File: config.mk
export PLATFORM = sky130hd
export DESIGN_NAME = psram_xfer_arb
export DESIGN_NICKNAME = d
export VERILOG_FILES = /design/src/rtl/psram_xfer_pkg.sv /design/src/rtl/psram_req_fifo.sv /design/src/rtl/psram_xfer_arb.sv
export SDC_FILE = /design/constraint.sdc
export NUM_CORES = 1
export LEC_CHECK = 0
export ABC_AREA = 1
export BUFFER_PORTS_ARGS = -buffer_cell sky130_fd_sc_hd__buf_2
export CORE_MARGIN = 3
export CORE_UTILIZATION = 25
export CTS_BUF_LIST = sky130_fd_sc_hd__clkbuf_8
export DETAILED_ROUTE_END_ITERATION = 7
export PLACE_DENSITY_LB_ADDON = 0.1
export SYNTH_ARGS = -nofsm -noshare
export SYNTH_HDL_FRONTEND = slang
export SYNTH_SLANG_ARGS = --single-unit
export TNS_END_PERCENT = 50
File: constraint.sdc
create_clock -name clk_i -period 8.6 [get_ports clk_i]
set_input_delay 1.29 -clock clk_i [delete_from_list [all_inputs] [get_ports clk_i]]
set_output_delay 1.29 -clock clk_i [all_outputs]
set_load 0.005 [all_outputs]
File: src/rtl/psram_xfer_pkg.sv
// psram_xfer_pkg: shared types and widths for the psram transfer scheduler
package psram_xfer_pkg;
  localparam int PSRAM_XFER_ADDR_W = 32;
  localparam int PSRAM_XFER_DATA_W = 64;
  typedef enum logic [1:0] {IDLE, ISSUE, WAIT, RESP} psram_xfer_state_e;
  typedef struct packed {
    logic                         cfg;
    logic                         rdwr;
    logic [PSRAM_XFER_ADDR_W-1:0] addr;
    logic [PSRAM_XFER_DATA_W-1:0] wdata;
    logic [7:0]                   bm;
  } psram_xfer_req_t;
endpackage

File: src/rtl/psram_req_fifo.sv
// psram_req_fifo: synchronous FIFO of bus transfer requests
module psram_req_fifo
  import psram_xfer_pkg::*;
#(
  parameter int DEPTH = 4
) (
  input  logic            clk_i,
  input  logic            rst_n_i,
  input  logic            push,
  input  psram_xfer_req_t din,
  input  logic            pop,
  output psram_xfer_req_t dout,
  output logic            full,
  output logic            empty
);
  localparam int AW = $clog2(DEPTH);
  psram_xfer_req_t mem [DEPTH];
  logic [AW-1:0] wr_ptr, rd_ptr;
  logic [AW:0]   count;
  assign full  = count == (AW+1)'(DEPTH);
  assign empty = count == '0;
  assign dout  = mem[rd_ptr];
  always_ff @(posedge clk_i) begin
    if (!rst_n_i) begin
      wr_ptr <= '0;
      rd_ptr <= '0;
      count  <= '0;
    end else begin
      if (push) wr_ptr <= wr_ptr + 1'b1;
      if (pop) rd_ptr <= rd_ptr + 1'b1;
      count <= count + (AW+1)'(push) - (AW+1)'(pop);
    end
  end
  always_ff @(posedge clk_i) begin
    if (push) mem[wr_ptr] <= din;
  end
endmodule

File: src/rtl/psram_xfer_arb.sv
// psram_xfer_arb: schedules bus and cfg transfers onto psram_core, one outstanding at a time
module psram_xfer_arb
  import psram_xfer_pkg::*;
#(
  parameter int FIFO_DEPTH  = 4,
  parameter int TIMEOUT_CYC = 1024
) (
  input  logic                         clk_i,
  input  logic                         rst_n_i,
  input  logic                         cfg_cflg_i,
  input  logic                         cfg_req_i,
  input  logic                         cfg_rdwr_i,
  output logic                         cfg_ack_o,
  output logic                         cfg_busy_o,
  input  logic                         bus_req_valid_i,
  output logic                         bus_req_ready_o,
  input  logic                         bus_req_wen_i,
  input  logic [PSRAM_XFER_ADDR_W-1:0] bus_req_addr_i,
  input  logic [PSRAM_XFER_DATA_W-1:0] bus_req_wdata_i,
  input  logic [7:0]                   bus_req_bm_i,
  output logic                         bus_rsp_valid_o,
  input  logic                         bus_rsp_ready_i,
  output logic [PSRAM_XFER_DATA_W-1:0] bus_rsp_rdata_o,
  output logic                         bus_rsp_err_o,
  output logic                         xfer_valid_o,
  input  logic                         xfer_ready_i,
  output logic                         xfer_cfg_o,
  output logic                         xfer_rdwr_o,
  output logic [PSRAM_XFER_ADDR_W-1:0] xfer_addr_o,
  output logic [PSRAM_XFER_DATA_W-1:0] xfer_wdata_o,
  output logic [7:0]                   xfer_bm_o,
  input  logic                         xfer_done_i,
  input  logic [PSRAM_XFER_DATA_W-1:0] xfer_rdata_i
);
  localparam int TW = $clog2(TIMEOUT_CYC);
  psram_xfer_state_e state, state_nx;
  psram_xfer_req_t cur, fifo_dout, bus_entry;
  logic fifo_full, fifo_empty, push, issue_cfg, issue_bus, drop_cfg, timeout;
  logic cfg_pend, cfg_pend_rdwr, err;
  logic [TW-1:0] timer;
  logic [PSRAM_XFER_DATA_W-1:0] rdata;
  assign bus_entry = '{cfg: 1'b0, rdwr: ~bus_req_wen_i, addr: bus_req_addr_i,
                       wdata: bus_req_wdata_i, bm: bus_req_bm_i};
  assign bus_req_ready_o = ~fifo_full;
  assign push = bus_req_valid_i & ~fifo_full;
  psram_req_fifo #(.DEPTH(FIFO_DEPTH)) u_fifo (
    .clk_i   (clk_i),
    .rst_n_i (rst_n_i),
    .push    (push),
    .din     (bus_entry),
    .pop     (issue_bus),
    .dout    (fifo_dout),
    .full    (fifo_full),
    .empty   (fifo_empty)
  );
  // cfg mode gates bus traffic entirely; a cfg request outside cfg mode is dropped
  assign issue_cfg = state == IDLE && cfg_pend && cfg_cflg_i;
  assign issue_bus = state == IDLE && !fifo_empty && !cfg_cflg_i;
  assign drop_cfg  = state == IDLE && cfg_pend && !cfg_cflg_i;
  assign timeout   = timer == TW'(TIMEOUT_CYC - 1);
  always_comb begin
    state_nx = state;
    unique case (state)
      IDLE:    state_nx = (issue_cfg || issue_bus) ? ISSUE : IDLE;
      ISSUE:   state_nx = xfer_ready_i ? WAIT : ISSUE;
      WAIT:    state_nx = (xfer_done_i || timeout) ? RESP : WAIT;
      RESP:    state_nx = (cur.cfg || bus_rsp_ready_i) ? IDLE : RESP;
      default: state_nx = IDLE;
    endcase
  end
  always_ff @(posedge clk_i) begin
    if (!rst_n_i) begin
      state         <= IDLE;
      cur           <= '0;
      cfg_pend      <= 1'b0;
      cfg_pend_rdwr <= 1'b0;
      timer         <= '0;
      rdata         <= '0;
      err           <= 1'b0;
    end else begin
      state <= state_nx;
      if (cfg_req_i && !cfg_busy_o) begin
        cfg_pend      <= 1'b1;
        cfg_pend_rdwr <= cfg_rdwr_i;
      end else if (issue_cfg || drop_cfg) cfg_pend <= 1'b0;
      if (issue_cfg) cur <= '{cfg: 1'b1, rdwr: cfg_pend_rdwr, addr: '0, wdata: '0, bm: '0};
      else if (issue_bus) cur <= fifo_dout;
      timer <= state == WAIT ? timer + 1'b1 : '0;
      // done has priority over a coincident timeout
      if (state == WAIT && xfer_done_i) begin
        rdata <= cur.rdwr ? xfer_rdata_i : '0;
        err   <= 1'b0;
      end else if (state == WAIT && timeout) begin
        rdata <= '0;
        err   <= 1'b1;
      end
    end
  end
  assign cfg_busy_o      = cfg_pend | (state != IDLE && cur.cfg);
  assign cfg_ack_o       = state == RESP && cur.cfg;
  assign bus_rsp_valid_o = state == RESP && !cur.cfg;
  assign bus_rsp_rdata_o = rdata;
  assign bus_rsp_err_o   = err;
  assign xfer_valid_o    = state == ISSUE;
  assign xfer_cfg_o      = cur.cfg;
  assign xfer_rdwr_o     = cur.rdwr;
  assign xfer_addr_o     = cur.addr;
  assign xfer_wdata_o    = cur.wdata;
  assign xfer_bm_o       = cur.bm;
endmodule

==> results by stage <==
STA:
- Timing would allow up to 313 MHz.
- Of the available clock period, the critical path in the final layout requires 0.371.
- The number of hold violations in the final report was 0.
- The relative slew slack is 0.336.
- The worst clock skew is 25.8 ps.
- The final total negative setup slack is 0 ps.
- The time the worst path needs with I/O delays and setup is 3190 ps.
- The number of pins exceeding their max-slew limit in the final report is 0.
- The final number of setup-violating endpoints is 0.
- Setup repair after global routing left no endpoint under its margin.
- The transition time at the pin with the least slew margin is 996 ps.

Floorplanning:
- The initialized floorplan defines 111 standard-cell rows.
- The die outline height is 312 µm.
- The die covers 0.0973 mm².
- Pin placement for this block handled 354 I/O pins.
- The width of the die is 312 µm.
- The initial utilization of the core area, before any placement, comes to 0.254.
- The region available for standard cell placement spans 0.0922 mm².

Logic synthesis:
- Summing every instance area after synthesis gives 0.0234 mm².
- The flip-flop and latch count after synthesis is 614.
- Synthesis produced 2,230 cells.
- Counting flops with a built-in enable in the synthesized netlist gives 420.
- The most frequently used flop master after synthesis is edfxtp_1.
- The portion of the post-synthesis area used by sequential elements is 0.705.
- The total nets after synthesis is 2,416.
- The number of distinct library cells after synthesis is 30.
- The number of warning messages in the yosys log is 0.
- The share of synthesized registers carrying an async set or reset is 0.
- The average cell area after synthesis is 10.5 µm².

Drt:
- The count of vias placed by the detailed router is 16,600.
- Wires add up to 67.7 mm.
- The detail route stage leaves a number of antenna-violating nets equal to 0.
- For this run, design rule violations remaining after detail routing come to 0.
- For this block, the initial DRC count from the detailed router was 820.
- In the final routed layout, each cell accounts on average for 17.2 µm.
- The number of iterations in the first detailed-routing pass is 5.
- The via-per-instance ratio is 4.21.

Power:
- The analysis attributes to cell leakage a power of 11.3 nW.
- Internal power comes to 5.67 mW.
- The share of total power dissipated in the clock network is 0.334.
- The share of total power dissipated in sequential elements is 0.456.
- IR analysis of the VDD net gives a maximum drop of 0.000120 V.
- The sum of internal, switching and leakage power is 8.28 mW.
- The share of total power dissipated in combinational logic is 0.209.
- Of the total power, the share spent switching nets is 0.315.
- The net switching power of the design is 2.60 mW.
- The total power divided by cell area is 288 mW/mm².

Run status:
- The run finished with clean final reports.

CTS:
- The number of clock buffers inserted by TritonCTS is 114.
- The number of hold-repair buffers added at the cts stage is 0.
- At the later pin of the worst-skew pair, clock insertion delay measures 720 ps.
- The clock sink total is 614.
- TritonCTS built the clock tree.
- The number of post-CTS setup repair buffers is 0.
- The clock transition at the registers of the reported paths is 60 ps.
- The maximum number of buffers from clock root to sink is 3.
- In this run, post-CTS repair resized a total of 0 instances.
- In this run the number of H-tree levels came out at 3.
- The tree is rooted in a clkbuf_8.

Cells and area:
- The ratio of cells with drive above 1 in the final layout is 0.205.
- Leaving out fill and tap cells, the most frequent cells in the layout are nor2_1 (543), edfxtp_1 (420), buf_2 (353), nand2_1 (301), o21ai_0 (276).
- The final design utilization is 0.311.
- The final-stage net count is 2,773.
- The post-synthesis to final-layout area growth is 22.7%.
- The library cell used most frequently in the layout, excluding fill and tap cells, is nor2_1.

Global routing:
- The met2 global-route usage is 0.225.
- The via count of the first global-routing pass came to 16,200.
- The all-layer global routing usage is 0.136.
- Entering global routing, the biggest net connects 120 pins.
- The number of antenna violations at the first check in global routing came to 27.
- The global routing's busiest layer is met2.
- The met1 track utilization from global routing is 0.163.
- The wire length of the first global-routing pass is 101 mm.
- For this run, global-route usage on met3 was measured as 0.0462.
- The total congestion overflow is 0.

Critical path:
- Data arrives at the worst endpoint at 3800 ps.
- The length in cells of the worst reg-to-reg path is 9.
- STA classifies the critical path endpoint as a register.
- The worst setup path is launched from an input pin.
- STA puts the critical path data required time at 9210 ps.
- The critical path in this run is classified as input pin to register.
- In this run the worst path has a maximum fanout of 76.

Flow run:
- The number of maximum-capacitance violations is 0.

Placed design:
- The quantity of I/O buffers inserted on ports is 353.
- The detailed-placement wirelength estimate is 39.6 mm.
- The final weighted congestion in routability-driven placement is 0.818.

Worst hold path:
- The worst hold path belongs to the class register to register.
- The count of cells along the worst hold path is 2.
-- cells in the mapped netlist (4+ instances only) --
cell | number | area (µm²)
ha_1 | 7 | 87.6
o21ai_1 | 44 | 220
dfxtp_1 | 194 | 3880
o21ai_0 | 276 | 1380
inv_1 | 133 | 499
nand2_1 | 301 | 1130
nand3_1 | 74 | 370
edfxtp_1 | 420 | 12600
nor2_1 | 547 | 2050
buf_1 | 4 | 15.0
a21oi_1 | 80 | 400
clkbuf_1 | 61 | 229
buf_2 | 62 | 310
-- through the flow --
step | worst slack, ps | cell area, µm² | cells | hold slack, ps
floorplan | 2200 | 23400 | 2230 | 418
global placement | 4620 | 26400 | 3714 | 431
detailed placement | 4580 | 26400 | 3714 | 446
CTS | 5360 | 28700 | 3928 | 454
global route | 5070 | 28700 | 3931 | 465
finish | 5410 | 28700 | 3937 | 445
-- critical path, stage by stage --
cell and delay [ps]:
buf_2 130, nor2_2 80, nand2_8 310, buf_4 720, buf_4 730, nand2_1 130, nand2_1 100, nor2_1 50
-- layer usage --
layer  wire length, µm  part of all wire
met1             28800              0.42
met4              1890             0.028
met3              5090             0.075
met2             31800              0.47
met5               136            0.0020
-- cell families (layout without fill, tap and decap cells) --
group	count (synthesis)	in the layout	share of synthesized area
and+or+nand+nor	933	933	0.155
DFF	614	614	0.705
AOI/OAI and AO/OA	403	403	0.0868
buffers and inverters	268	723	0.0471
adders and majority gates	8	8	0.00460
xor gates and xnor gates	4	4	0.00150
other	0	9	0
-- state kept, by name (all words and copies together), names as in the netlist, named ones only --
| name | flops |
|---|---|
| u_fifo.mem | 420 |
| bus_rsp_rdata_o | 64 |
| xfer_wdata_o | 64 |
| xfer_addr_o | 32 |
| timer | 10 |
| xfer_bm_o | 8 |
| u_fifo.count | 3 |
| state | 2 |
| u_fifo.rd_ptr | 2 |
| u_fifo.wr_ptr | 2 |
| bus_rsp_err_o | 1 |
| cfg_pend | 1 |
| cfg_pend_rdwr | 1 |
| xfer_cfg_o | 1 |
| xfer_rdwr_o | 1 |
-- final timing paths --
check                             startpoint                             to  slack [ps]
hold reg to reg   bus_rsp_err_o$_SDFFE_PP0P_     bus_rsp_err_o$_SDFFE_PP0P_         440
setup reg to reg         state[1]$_SDFF_PN0_  xfer_wdata_o[28]$_SDFFE_PP0P_        5480
hold / removal    bus_rsp_err_o$_SDFFE_PP0P_     bus_rsp_err_o$_SDFFE_PP0P_         440
setup / recovery                  cfg_cflg_i  xfer_wdata_o[28]$_SDFFE_PP0P_        5410
-- final cells by class --
class                      count  area (µm²)
fill                        9555       63500
sequential                   614       16500
multi-input combinational   1348        5860
clock buffer                 146        2010
timing repair buffer         372        1930
tap                         1243        1560
inverter                     137         524
clock inverter                68         303
antenna                        9        22.5
-- power groups by stage --
| stage | Combinational, mW | Sequential [mW] | Clock [mW] |
|---|---|---|---|
| floorplan | 1.12 | 3.81 | 0 |
| global placement | 1.80 | 3.84 | 0 |
| detailed placement | 1.81 | 3.85 | 0 |
| CTS | 1.82 | 3.79 | 2.90 |
| global route | 2.01 | 3.82 | 3.03 |
| finish | 1.73 | 3.78 | 2.77 |
Note: power is estimated with default switching activity, not from simulation.
